`src/rtl/sram_like_pkg.sv`:
```
// sram_like_pkg: shared widths, defaults and response entry type for the sram-like responder
package sram_like_pkg;
    localparam int SRAM_DATA_W = 32;
    localparam int SRAM_STRB_W = 4;
    localparam int DEF_DEPTH   = 4;
    localparam int DEF_RAM_AW  = 16;
    typedef struct packed {
        logic [SRAM_DATA_W-1:0] rdata;
    } rsp_entry_t;
endpackage

```
`src/rtl/sram_like_responder_if.sv`:
```
// sram_like_responder_if: req/addr_ok/data_ok bus between a requester and the responder
interface sram_like_responder_if;
    import sram_like_pkg::*;
    logic                   req;
    logic                   wr;
    logic [SRAM_STRB_W-1:0] wstrb;
    logic [31:0]            addr;
    logic [SRAM_DATA_W-1:0] wdata;
    logic                   addr_ok;
    logic                   data_ok;
    logic [SRAM_DATA_W-1:0] rdata;
    modport master (output req, wr, wstrb, addr, wdata, input addr_ok, data_ok, rdata);
    modport slave  (input req, wr, wstrb, addr, wdata, output addr_ok, data_ok, rdata);
endinterface

```
`src/rtl/sram_like_responder_rsp_fifo.sv`:
```
// rsp_fifo: synchronous FIFO holding in-order responses; pointers wrap modulo DEPTH
module rsp_fifo #(
    parameter int DEPTH = 4,
    parameter int WIDTH = 32
) (
    input  logic                     clk,
    input  logic                     rst,
    input  logic                     push,
    input  logic                     pop,
    input  logic [WIDTH-1:0]         din,
    output logic [WIDTH-1:0]         dout,
    output logic                     empty,
    output logic [$clog2(DEPTH):0]   count
);
    localparam int AW = $clog2(DEPTH);
    logic [WIDTH-1:0] mem_q [DEPTH];
    logic [WIDTH-1:0] mem_d [DEPTH];
    logic [AW-1:0]    wr_ptr_q, wr_ptr_d, rd_ptr_q, rd_ptr_d;
    logic [AW:0]      count_q, count_d;
    always_comb begin
        mem_d = mem_q;
        if (push) mem_d[wr_ptr_q] = din;
        wr_ptr_d = push ? AW'((32'(wr_ptr_q) + 1) % DEPTH) : wr_ptr_q;
        rd_ptr_d = pop ? AW'((32'(rd_ptr_q) + 1) % DEPTH) : rd_ptr_q;
        count_d  = count_q + (AW+1)'(push) - (AW+1)'(pop);
    end
    always_ff @(posedge clk) begin
        if (rst) begin
            mem_q    <= '{default: '0};
            wr_ptr_q <= '0;
            rd_ptr_q <= '0;
            count_q  <= '0;
        end else begin
            mem_q    <= mem_d;
            wr_ptr_q <= wr_ptr_d;
            rd_ptr_q <= rd_ptr_d;
            count_q  <= count_d;
        end
    end
    assign dout  = mem_q[rd_ptr_q];
    assign empty = (count_q == '0);
    assign count = count_q;
endmodule

```
`src/rtl/sram_like_responder.sv`:
```
// sram_like_responder: in-order sram-like responder in front of a 1-cycle synchronous RAM.
// Define SRAM_RSP_RAND_DELAY_EN to add LFSR-driven random back-pressure on both phases.
module sram_like_responder
    import sram_like_pkg::*;
#(
    parameter int          DEPTH     = DEF_DEPTH,
    parameter int          RAM_AW    = DEF_RAM_AW,
    parameter logic [15:0] LFSR_SEED = 16'hACE1
) (
    input  logic                     clk,
    input  logic                     rst,
    sram_like_responder_if.slave     bus,
    output logic                     ram_en,
    output logic [SRAM_STRB_W-1:0]   ram_we,
    output logic [RAM_AW-1:0]        ram_addr,
    output logic [SRAM_DATA_W-1:0]   ram_wdata,
    input  logic [SRAM_DATA_W-1:0]   ram_rdata
);
    localparam int CW = $clog2(DEPTH) + 1;
    logic [CW-1:0] cnt_q, cnt_d;
    logic          infl_q, infl_d, infl_wr_q, infl_wr_d;
    logic          stall_a, stall_d, hs, fifo_empty;
    rsp_entry_t    push_entry, head_entry;
    logic [CW-1:0] fifo_count;
    logic          unused_ok;
`ifdef SRAM_RSP_RAND_DELAY_EN
    logic [15:0] lfsr_q, lfsr_d;
    always_comb begin
        lfsr_d  = {lfsr_q[14:0], lfsr_q[15] ^ lfsr_q[13] ^ lfsr_q[12] ^ lfsr_q[10]};
        stall_a = lfsr_q[0] & lfsr_q[3];
        stall_d = lfsr_q[1] & lfsr_q[5];
    end
    always_ff @(posedge clk) lfsr_q <= rst ? LFSR_SEED : lfsr_d;
`else
    assign stall_a = 1'b0;
    assign stall_d = 1'b0;
`endif
    always_comb begin
        bus.addr_ok      = bus.req & (cnt_q < CW'(DEPTH)) & ~stall_a;
        hs               = bus.req & bus.addr_ok;
        ram_en           = hs;
        ram_we           = (bus.wr & hs) ? bus.wstrb : '0;
        ram_addr         = bus.addr[RAM_AW+1:2];
        ram_wdata        = bus.wdata;
        bus.data_ok      = ~fifo_empty & ~stall_d;
        bus.rdata        = bus.data_ok ? head_entry.rdata : '0;
        cnt_d            = cnt_q + CW'(hs) - CW'(bus.data_ok);
        infl_d           = hs;
        infl_wr_d        = bus.wr;
        push_entry.rdata = infl_wr_q ? '0 : ram_rdata;
    end
    always_ff @(posedge clk) begin
        if (rst) begin
            cnt_q     <= '0;
            infl_q    <= 1'b0;
            infl_wr_q <= 1'b0;
        end else begin
            cnt_q     <= cnt_d;
            infl_q    <= infl_d;
            infl_wr_q <= infl_wr_d;
        end
    end
    // Occupancy never exceeds cnt, so the FIFO cannot overflow.
    rsp_fifo #(.DEPTH(DEPTH), .WIDTH($bits(rsp_entry_t))) u_fifo (
        .clk   (clk),
        .rst   (rst),
        .push  (infl_q),
        .pop   (bus.data_ok),
        .din   (push_entry),
        .dout  (head_entry),
        .empty (fifo_empty),
        .count (fifo_count)
    );
    assign unused_ok = ^{bus.addr[1:0], bus.addr[31:RAM_AW+2], fifo_count, LFSR_SEED};
endmodule

```
`src/flat_wrapper.sv`:
```
// flat-port wrapper written by rule: the top's interface ports become plain ports
module sram_like_responder_flat import sram_like_pkg::*;
#(
    parameter int          DEPTH     = DEF_DEPTH,
    parameter int          RAM_AW    = DEF_RAM_AW,
    parameter logic [15:0] LFSR_SEED = 16'hACE1
)
  (clk, rst, ram_en, ram_we, ram_addr, ram_wdata, ram_rdata, bus_req, bus_wr, bus_wstrb, bus_addr, bus_wdata, bus_addr_ok, bus_data_ok, bus_rdata);
  sram_like_responder_if bus_i ();
  input  logic clk;
  input  logic rst;
  output logic ram_en;
  output logic [SRAM_STRB_W-1:0] ram_we;
  output logic [RAM_AW-1:0] ram_addr;
  output logic [SRAM_DATA_W-1:0] ram_wdata;
  input  logic [SRAM_DATA_W-1:0] ram_rdata;
  input wire logic [$bits(bus_i.req)-1:0] bus_req;
  input wire logic [$bits(bus_i.wr)-1:0] bus_wr;
  input wire logic [$bits(bus_i.wstrb)-1:0] bus_wstrb;
  input wire logic [$bits(bus_i.addr)-1:0] bus_addr;
  input wire logic [$bits(bus_i.wdata)-1:0] bus_wdata;
  output wire logic [$bits(bus_i.addr_ok)-1:0] bus_addr_ok;
  output wire logic [$bits(bus_i.data_ok)-1:0] bus_data_ok;
  output wire logic [$bits(bus_i.rdata)-1:0] bus_rdata;
  assign bus_i.req = bus_req;
  assign bus_i.wr = bus_wr;
  assign bus_i.wstrb = bus_wstrb;
  assign bus_i.addr = bus_addr;
  assign bus_i.wdata = bus_wdata;
  assign bus_addr_ok = bus_i.addr_ok;
  assign bus_data_ok = bus_i.data_ok;
  assign bus_rdata = bus_i.rdata;
  sram_like_responder #(.DEPTH(DEPTH), .RAM_AW(RAM_AW), .LFSR_SEED(LFSR_SEED)) u_core (.clk(clk), .rst(rst), .bus(bus_i), .ram_en(ram_en), .ram_we(ram_we), .ram_addr(ram_addr), .ram_wdata(ram_wdata), .ram_rdata(ram_rdata));
endmodule
```
`config.mk`:
```
export PLATFORM = sky130hd
export DESIGN_NAME = sram_like_responder_flat
export DESIGN_NICKNAME = d
export VERILOG_FILES = /design/src/rtl/sram_like_pkg.sv /design/src/rtl/sram_like_responder_if.sv /design/src/rtl/sram_like_responder_rsp_fifo.sv /design/src/rtl/sram_like_responder.sv /design/src/flat_wrapper.sv
export SDC_FILE = /design/constraint.sdc
export NUM_CORES = 1
export LEC_CHECK = 0
export ABC_AREA = 0
export BUFFER_PORTS_ARGS = -buffer_cell sky130_fd_sc_hd__buf_2
export CAP_MARGIN = 25
export CORE_MARGIN = 2
export CORE_UTILIZATION = 50
export CTS_BUF_LIST = sky130_fd_sc_hd__clkbuf_16
export DETAILED_ROUTE_END_ITERATION = 6
export GPL_ROUTABILITY_DRIVEN = 0
export GPL_TIMING_DRIVEN = 0
export PLACE_DENSITY = 0.77
export SYNTH_ARGS = -nofsm -noshare
export SYNTH_HDL_FRONTEND = slang
export SYNTH_SLANG_ARGS = --single-unit
export TNS_END_PERCENT = 1
```
`constraint.sdc`:
```
create_clock -name clk -period 5.7 [get_ports clk]
set_input_delay 0.285 -clock clk [delete_from_list [all_inputs] [get_ports clk]]
set_output_delay 0.285 -clock clk [all_outputs]
set_load 0.1 [all_outputs]
```
== Yosys cells after proc, flatten, opt, wreduce, memory -nomap -nowiden ==
Cells that the tools add are included.
Word-level totals
  flip-flop bits (word level): 140
  input port bits: 104
  output and inout port bits: 87
Operators by class
  bitwise logic cells: 6
  mux-type cells: 9
  order comparisons: 4
  add/sub/neg operators: 6
  reductions and logical operators: 2
Operators by type and width (count)
  32-bit two-way mux: 5
  128-bit bitwise mux: 1
  32-bit binary-select mux with 2-bit select: 1
  32-bit demux with 2-bit select: 1
  3-bit by 1-bit adder with 3-bit output: 2
  3-bit >= comparator (second input constant): 2
  2-bit NOT with 3-bit output: 2
  3-bit by 1-bit subtractor with 3-bit output: 2
  2-bit by 1-bit adder with 2-bit output (second input constant): 2
  4-bit two-way mux: 1
  1-bit AND: 3
  3-bit zero test: 1
  3-bit by 1-bit less-than comparator with 1-bit output (second input constant): 1
  3-bit less-than comparator (second input constant): 1
  1-bit logical AND: 1
  1-bit NOT: 1

== Logic depth before layout (Yosys ltp) ==
Gate-level depths: netlist of run 1.
  word-level depth: 6
  mapped depth: 9

== Hierarchy ==
A second synthesis of run 1 with hierarchy kept.
Unflattened totals
  cells, all modules: 800
  area, all modules: 7749.9 um^2
By module, submodules not included
  rsp_fifo: cells an instance 658, seq. area each 2702.6 um^2, area an instance 6707.7 um^2, times used 1
  sram_like_responder: cells an instance 142, seq. area each 100.1 um^2, area an instance 1042.2 um^2, times used 1

== Worst setup path after synthesis of run 1 ==
Ideal clock, no wire load.
  path kind: flip-flop to output port
  start: register u_core.u_fifo.count_q[1] (netlist: u_core.u_fifo.count[1])
  end: output bus_rdata[15]
  required time: 5.415 ns
  buffers on the path: 1
  arrival time: 2.471 ns
  stages on the path, launching flop included: 5
  slack: 2.944 ns
  cells stage by stage: dfxtp_1 -> nor3_2 -> inv_1 -> clkbuf_1 -> and2_1
Between the ends
  word-level cells in the longest chain between the ends: 2
Ends and longest elaborated chain
  from (decl): line sram_like_responder_rsp_fifo.sv:19  | logic [AW:0] count_q, count_d;
  from (signal assigned): line sram_like_responder_rsp_fifo.sv:37  | count_q <= count_d;
  3-bit zero test: line sram_like_responder_rsp_fifo.sv:41  | assign empty = (count_q == '0);
  32-bit two-way mux: line sram_like_responder.sv:46  | bus.rdata = bus.data_ok ? head_entry.rdata : '0;
  to (decl): line flat_wrapper.sv:24  | output wire logic [$bits(bus_i.rdata)-1:0] bus_rdata;
Every way passes these cells.

== Final worst setup path of run 1 ==
  start: register u_core.u_fifo.count_q[1] (netlist: u_core.u_fifo.count[1])
  end: output bus_rdata[23]
Same word-level chain as after synthesis.

==> results of run 1 <==
==> flip-flops by register name, summed over array words and instances (netlist names) <==
register / cells
u_core.cnt_q: 3
u_core.infl_q: 1
u_core.infl_wr_q: 1
u_core.u_fifo.count: 3
u_core.u_fifo.mem_q: 128
u_core.u_fifo.rd_ptr_q: 2
u_core.u_fifo.wr_ptr_q: 2
==> cell usage in the layout (no fill, tap or decap) <==
cell type / instances
nor3_2: 1
fa_1: 2
mux2i_1: 1
xnor2_1: 3
buf_1: 3
buf_2: 158
and2_1: 32
buf_6: 2
nor3_1: 1
ha_1: 6
and3_1: 4
nand4b_1: 128
o31a_1: 1
inv_1: 15
a21oi_1: 128
mux2_2: 1
buf_12: 2
buf_4: 49
clkbuf_1: 59
nor2b_1: 6
nor2_1: 9
clkinv_1: 5
a21bo_2: 128
mux4_1: 5
xnor3_1: 2
clkbuf_16: 17
nor4_1: 1
mux4_2: 27
dfxtp_1: 140
==> logic make-up after synthesis <==
group           count (synthesis)
fa+ha+maj                       8
mux                            34
simple gates                  182
compound gates                257
buf+inv                       153
flops                         140
xor+xnor                        5
==> cell type report <==
cell class              count  area [sq um]  share of cell area (%)
plain buffers             148         828.3                   8.864
repair buffers            125         625.6                   6.695
clock buffers              17         425.4                   4.553
inverters                   5         18.77                  0.2009
multi-input cells         486          4317                   46.20
well taps                 216         270.3                   2.892
clock inverters            15         56.30                  0.6026
flip-flops and latches    140          2803                   29.99
==> layer usage <==
layer	GRT usage, %	vias to the layer above
li1	-	3131
met4	8.349	0
met2	47.49	333
met5	0	-
met1	34.94	3247
met3	5.289	43
==> power by group <==
part | internal [mW] | switching (mW) | total (mW) | leakage [nW]
registers | 1.03 | 0.0329 | 1.06 | 1.13
logic | 0.371 | 0.847 | 1.22 | 2.31
clock network | 0.530 | 0.401 | 0.931 | 0.271
==> worst max-delay path: stages (launching register included) <==
cell,delay (ps)
dfxtp_1,440
nor3_2,130
inv_1,240
clkbuf_1,450
and2_1,250
buf_2,440
==> final timing paths <==
check / to / slack, ps / cells past startpoint
worst max-delay path: bus_rdata[23] / 3050 / 5
worst min-delay path: u_core.infl_wr_q / 120 / 2
worst min register to register: u_core.u_fifo.mem_q[39] / 570 / 2
worst max register to register: u_core.u_fifo.count[2] / 3580 / 9
==> per-stage QoR <==
stage               cell area [sq um]  hold WS, ps  cells  setup WS [ps]
floorplan                        7966        413.2    779           2944
global placement                 8862        541.1   1120           3491
detailed placement               8862        551.8   1120           3509
CTS                              9344        119.0   1152           3045
global route                     9344        137.8   1152           2931
finish                           9344        119.9   1152           3046
==> impl_results.md, run 1 <==
- Final slew viol count: 0
- Maxcap violations: 0
- Met1 wire length: 9.366 mm
- # H-tree levels: 4
- Routed WL: 22.90 mm
- Global-route wire length before repair: 35.49 mm
- GR Util All Layers: 27.49%
- Routed WL per cell: 19.88 microns
- Worst-case clock skew: 4.767 ps
- Synth Cell Area: 7966 sq um
- Clock Latency Late Sink: 420 ps
- DP HPWL: 15.83 mm
- Syn_area_per_cell: 10.23 sq um
- Post-Synthesis Cells: 779
- Clock Root Buffer: clkbuf_16
- Synth Area in Compound Gates: 24.23%
- Met3 wire length: 1.832 mm
- Largest area contributor in the netlist: dfxtp_1
- Top_reg_cell synth: dfxtp_1
- Fin nets: 1,035
- Worst-path maximum fanout: 10
- #FFs+latches synth: 140
- Fin crit period: 2654 ps
- P&R area growth vs syn: 17.29%
- Critical Path Start: u_core.u_fifo.count[1]
- Fin util: 59.47%
- ANT cells: 0
- Overall Power: 3.212 mW
- Largest family of logic cells by synthesized area: compound AO/OA/AOI/OAI gates
- Commonest cells post-synth: dfxtp_1 (140), a21bo_2 (128), a21oi_1 (128), nand4b_1 (128), clkbuf_1 (59)
- Filler Cell Count: 1,405
- Max Fclk: 376.7 MHz
- Register area share after synthesis: 35.18%
- Tcrit/Tclk final: 46.57%
- Vias: 6,754
- IR drop worst, VDD: 259.6 uV
- FF-to-FF Start: u_core.infl_q
- Hold Crit Start: bus_wr
- DR iter-0 viols: 651
- Post-CTS Hold Fix Bufs: 0
- Initial core utilization: 50.70%
- Count leader, synth: dfxtp_1
- Synthesized Nets: 891
- Top sig layer: met4
- CP Data Arrival Time: 2370 ps
- Reg clk slew, reported paths: 60 ps
- Simple-Gate Fraction of Synth Area: 18.06%
- CTS Buffer Depth: 2
- Power per Cell Area: 343.7 nW/um^2
- Final TNS setup: 0 ps
- CORE AREA: 15,710 sq um
- Setup crit start kind: flip-flop
- Critical path class: flip-flop to output pin
- Row count: 46
- Postcts setup bufs: 0
- CTS sink count: 140
- Vias per cell: 5.863
- Leak: 3.714 nW
- Post-Synth Adder-Cell Area: 1.445%
- Post-synthesis async set-or-reset flop share: 0%
- Worst Tran Pin Value: 679.6 ps
- Synth Area in XOR/XNOR: 0.8952%
- Die area: 16,960 sq um
- Die height: 130.2 microns
- Worst slew margin: 54.69%
- RSZ-0062 raised after global routing: false
- I/O Pins: 191
- Class of the most critical hold timing path: input pin to flip-flop
- CTS tree: done
- Congestion Overflow GR: 0
- First-pass DRT Iterations: 6
- Synth top area share: 35.18%
- CTS resizes: 0
- Post-synthesis mux area share: 9.549%
- Count of cell types in the netlist: 27
- Die X: 130.2 microns
- Initial antenna violation count: 0
- Synth top area cells: dfxtp_1 (35%), a21bo_2 (16%), nand4b_1 (14%)
- Crit end category: output pin
- Outcome: completed
- Cts bufs inserted: 17
- YS warnings: 0
- Vias in the first global route: 6,577
- Final Hold Fails: 0
- Worst path required time: 5410 ps
- # port buffers: 125
- DRC violations left: 0
- Proportion of layout cells with a drive suffix above 1: 41.13%
- Final Setup Violations: 0
- Number of synthesized flops with an enable pin: 0
- Routed wl met2: 11.29 mm
- Largest net degree at the start of global routing: 17
- Final ANT Viol Nets: 0
No activity file was read; power rests on OpenSTA's default activity.
==> run 2, diff against run 1 <==
==> constraint.sdc (replaced) <==
create_clock -name clk -period 2.5 [get_ports clk]
set_input_delay 0.125 -clock clk [delete_from_list [all_inputs] [get_ports clk]]
set_output_delay 0.125 -clock clk [all_outputs]
set_load 0.1 [all_outputs]
==> run 2 against run 1 <==
Net effect: cell area up 2.3%; core utilization up 1.4 points; critical path type unchanged; cell count up 0.26%; largest power group is now the clock network; clock skew down 0.95 ps; setup slack worse by 2900 ps; routed wire length down 0.81%; combinational power up 130%; non-clock buffer count up 3.
==> impl_results.md, run 2 (synthesized netlist as in run 1, its figures left out) <==
- Outcome: completed
- Largest net degree at the start of global routing: 17
- DP Area: 8864 sq um
- Row count: 46
- Max FFs per register: 128
- Fin crit period: 2321 ps
- Worst slew margin: 52.06%
- Worst-path maximum fanout: 10
- Proportion of layout cells with a drive suffix above 1: 42.71%
- Die height: 130.2 microns
- Finished layout cell area: 9557 sq um
- Placed Cells: 1,120
- Final slew viol count: 0
- CP Data Arrival Time: 2200 ps
- Initial antenna violation count: 0
- Register area: 2803 sq um
- Most flops, register: u_core.u_fifo.mem_q
- CORE AREA: 15,710 sq um
- Cts bufs inserted: 17
- Power per Cell Area: 841.5 nW/um^2
- Clock Root Buffer: clkbuf_16
- Die area: 16,960 sq um
- Vias: 6,719
- ANT cells: 0
- Cell Count, Final, Fillers Out: 1,155
- Worst Tran Pin Value: 719.1 ps
- IR drop worst, VDD: 616.8 uV
- Routed WL per cell: 19.67 microns
- # port buffers: 125
- Fin util: 60.82%
- Most frequent cells in the layout: buf_2 (158), dfxtp_1 (140), nand4b_1 (128), a21bo_2 (128), a21oi_1 (128)
- # H-tree levels: 4
- Initial core utilization: 50.70%
- Clock Latency Late Sink: 420 ps
- Setup WS pre-CTS: 426.5 ps
- Setup crit start kind: flip-flop
- Max Fclk: 430.9 MHz
- CTS tree: done
- Postcts setup bufs: 0
- Global-route wire length before repair: 35.22 mm
- Reg clk slew, reported paths: 60 ps
- P&R area growth vs syn: 19.96%
- Final Setup Violations: 0
- RSZ-0062 raised after global routing: false
- Worst path required time: 2380 ps
- DRC violations left: 0
- Vias in the first global route: 6,516
- WHS Path Cells: 3
- Congestion Overflow GR: 0
- PnR worst setup slack: 179.4 ps
- Overall Power: 8.042 mW
- Worst-case clock skew: 3.819 ps
- Final Hold Fails: 0
- Crit end category: output pin
- Routed WL: 22.71 mm
- Maxcap violations: 0
- DP HPWL: 15.79 mm
- DR iter-0 viols: 563
- Most common cell after layout, fill and taps aside: buf_2
- Class of the most critical hold timing path: input pin to flip-flop
- Die X: 130.2 microns
- I/O Pins: 191
- Cells on worst reg2reg path: 9
- Filler Cell Count: 1,388
- CTS Buffer Depth: 2
- GR Util All Layers: 27.35%
- Vias per cell: 5.817
- Multi-input logic area: 4323 sq um
- Fin nets: 1,038
- Critical path class: flip-flop to output pin
- CTS sink count: 140
- First-pass DRT Iterations: 6
- Tcrit/Tclk final: 92.82%
- Leak: 3.795 nW
- Final ANT Viol Nets: 0
## run 2: changes by cell type in the layout (fill, tap and decap cells not counted)
| cell | previous run | this run |
|---|---|---|
| nor3_2 | 1 | 0 |
| clkinvlp_4 | 0 | 1 |
| inv_1 | 15 | 7 |
| bufinv_16 | 0 | 6 |
| clkbuf_2 | 0 | 3 |
| clkinv_4 | 0 | 1 |
| dlygate4sd3_1 | 0 | 3 |
| clkbuf_1 | 59 | 56 |
| clkinv_1 | 5 | 0 |
| clkinv_2 | 0 | 5 |
| nor3_4 | 0 | 1 |
## run 2: layout make-up
cell class                      instances  share of cell area, %
Clock inverter                         15                  2.396
Clock buffer                           17                  4.451
Tap cell                              216                  2.828
Multi-Input combinational cell        486                  45.23
Buffer                                148                  8.706
Timing Repair Buffer                  128                  6.860
Inverter                                5                 0.1964
Sequential cell                       140                  29.33
## run 2: routing by layer
metal	global-route usage (%)	wire length [microns]	vias up
met5	0	0	-
met4	9.171	565	0
met3	5.617	1954	49
met2	45.00	10830	342
met1	36.10	9368	3187
li1	-	-	3141
## run 2: metrics by stage
step / TNS (ps) / hold WS, ps
global placement: 0 / 386.4
finish: 0 / 13.59
global route: 0 / 11.41
detailed placement: 0 / 395.3
floorplan: -5.729 / 253.2
CTS: 0 / 1.536
## run 2: report_power, final
group          total [mW]  internal (mW)  leakage, nW  switching (mW)
clock network        2.83           1.85        0.329           0.978
logic                2.78          0.863         2.33            1.92
registers            2.43           2.35         1.13          0.0798
total                8.04           5.06         3.80            2.98
## run 2: path summary, 6_finish.rpt
kind / start / endpoint / slack (ps)
worst min-delay path: ram_rdata[5] / u_core.u_fifo.mem_q[101] / 10
worst min register to register: u_core.u_fifo.mem_q[56] / u_core.u_fifo.mem_q[56] / 570
worst max register to register: u_core.infl_q / u_core.u_fifo.count[2] / 390
worst max-delay path: u_core.u_fifo.count[1] / bus_rdata[23] / 180
## run 2: timing repair
action                                  CTS  global route
endpoints found under the hold margin     4             0
endpoints found under the setup margin    0            22
hold buffers                              3             0
gates resized for setup                   0             5
## run 2: worst max-delay path: stages, from the launching register on
cell and delay [ps]:
dfxtp_1 460, nor3_4 110, inv_1 260, clkbuf_2 310, and2_1 200, buf_2 440
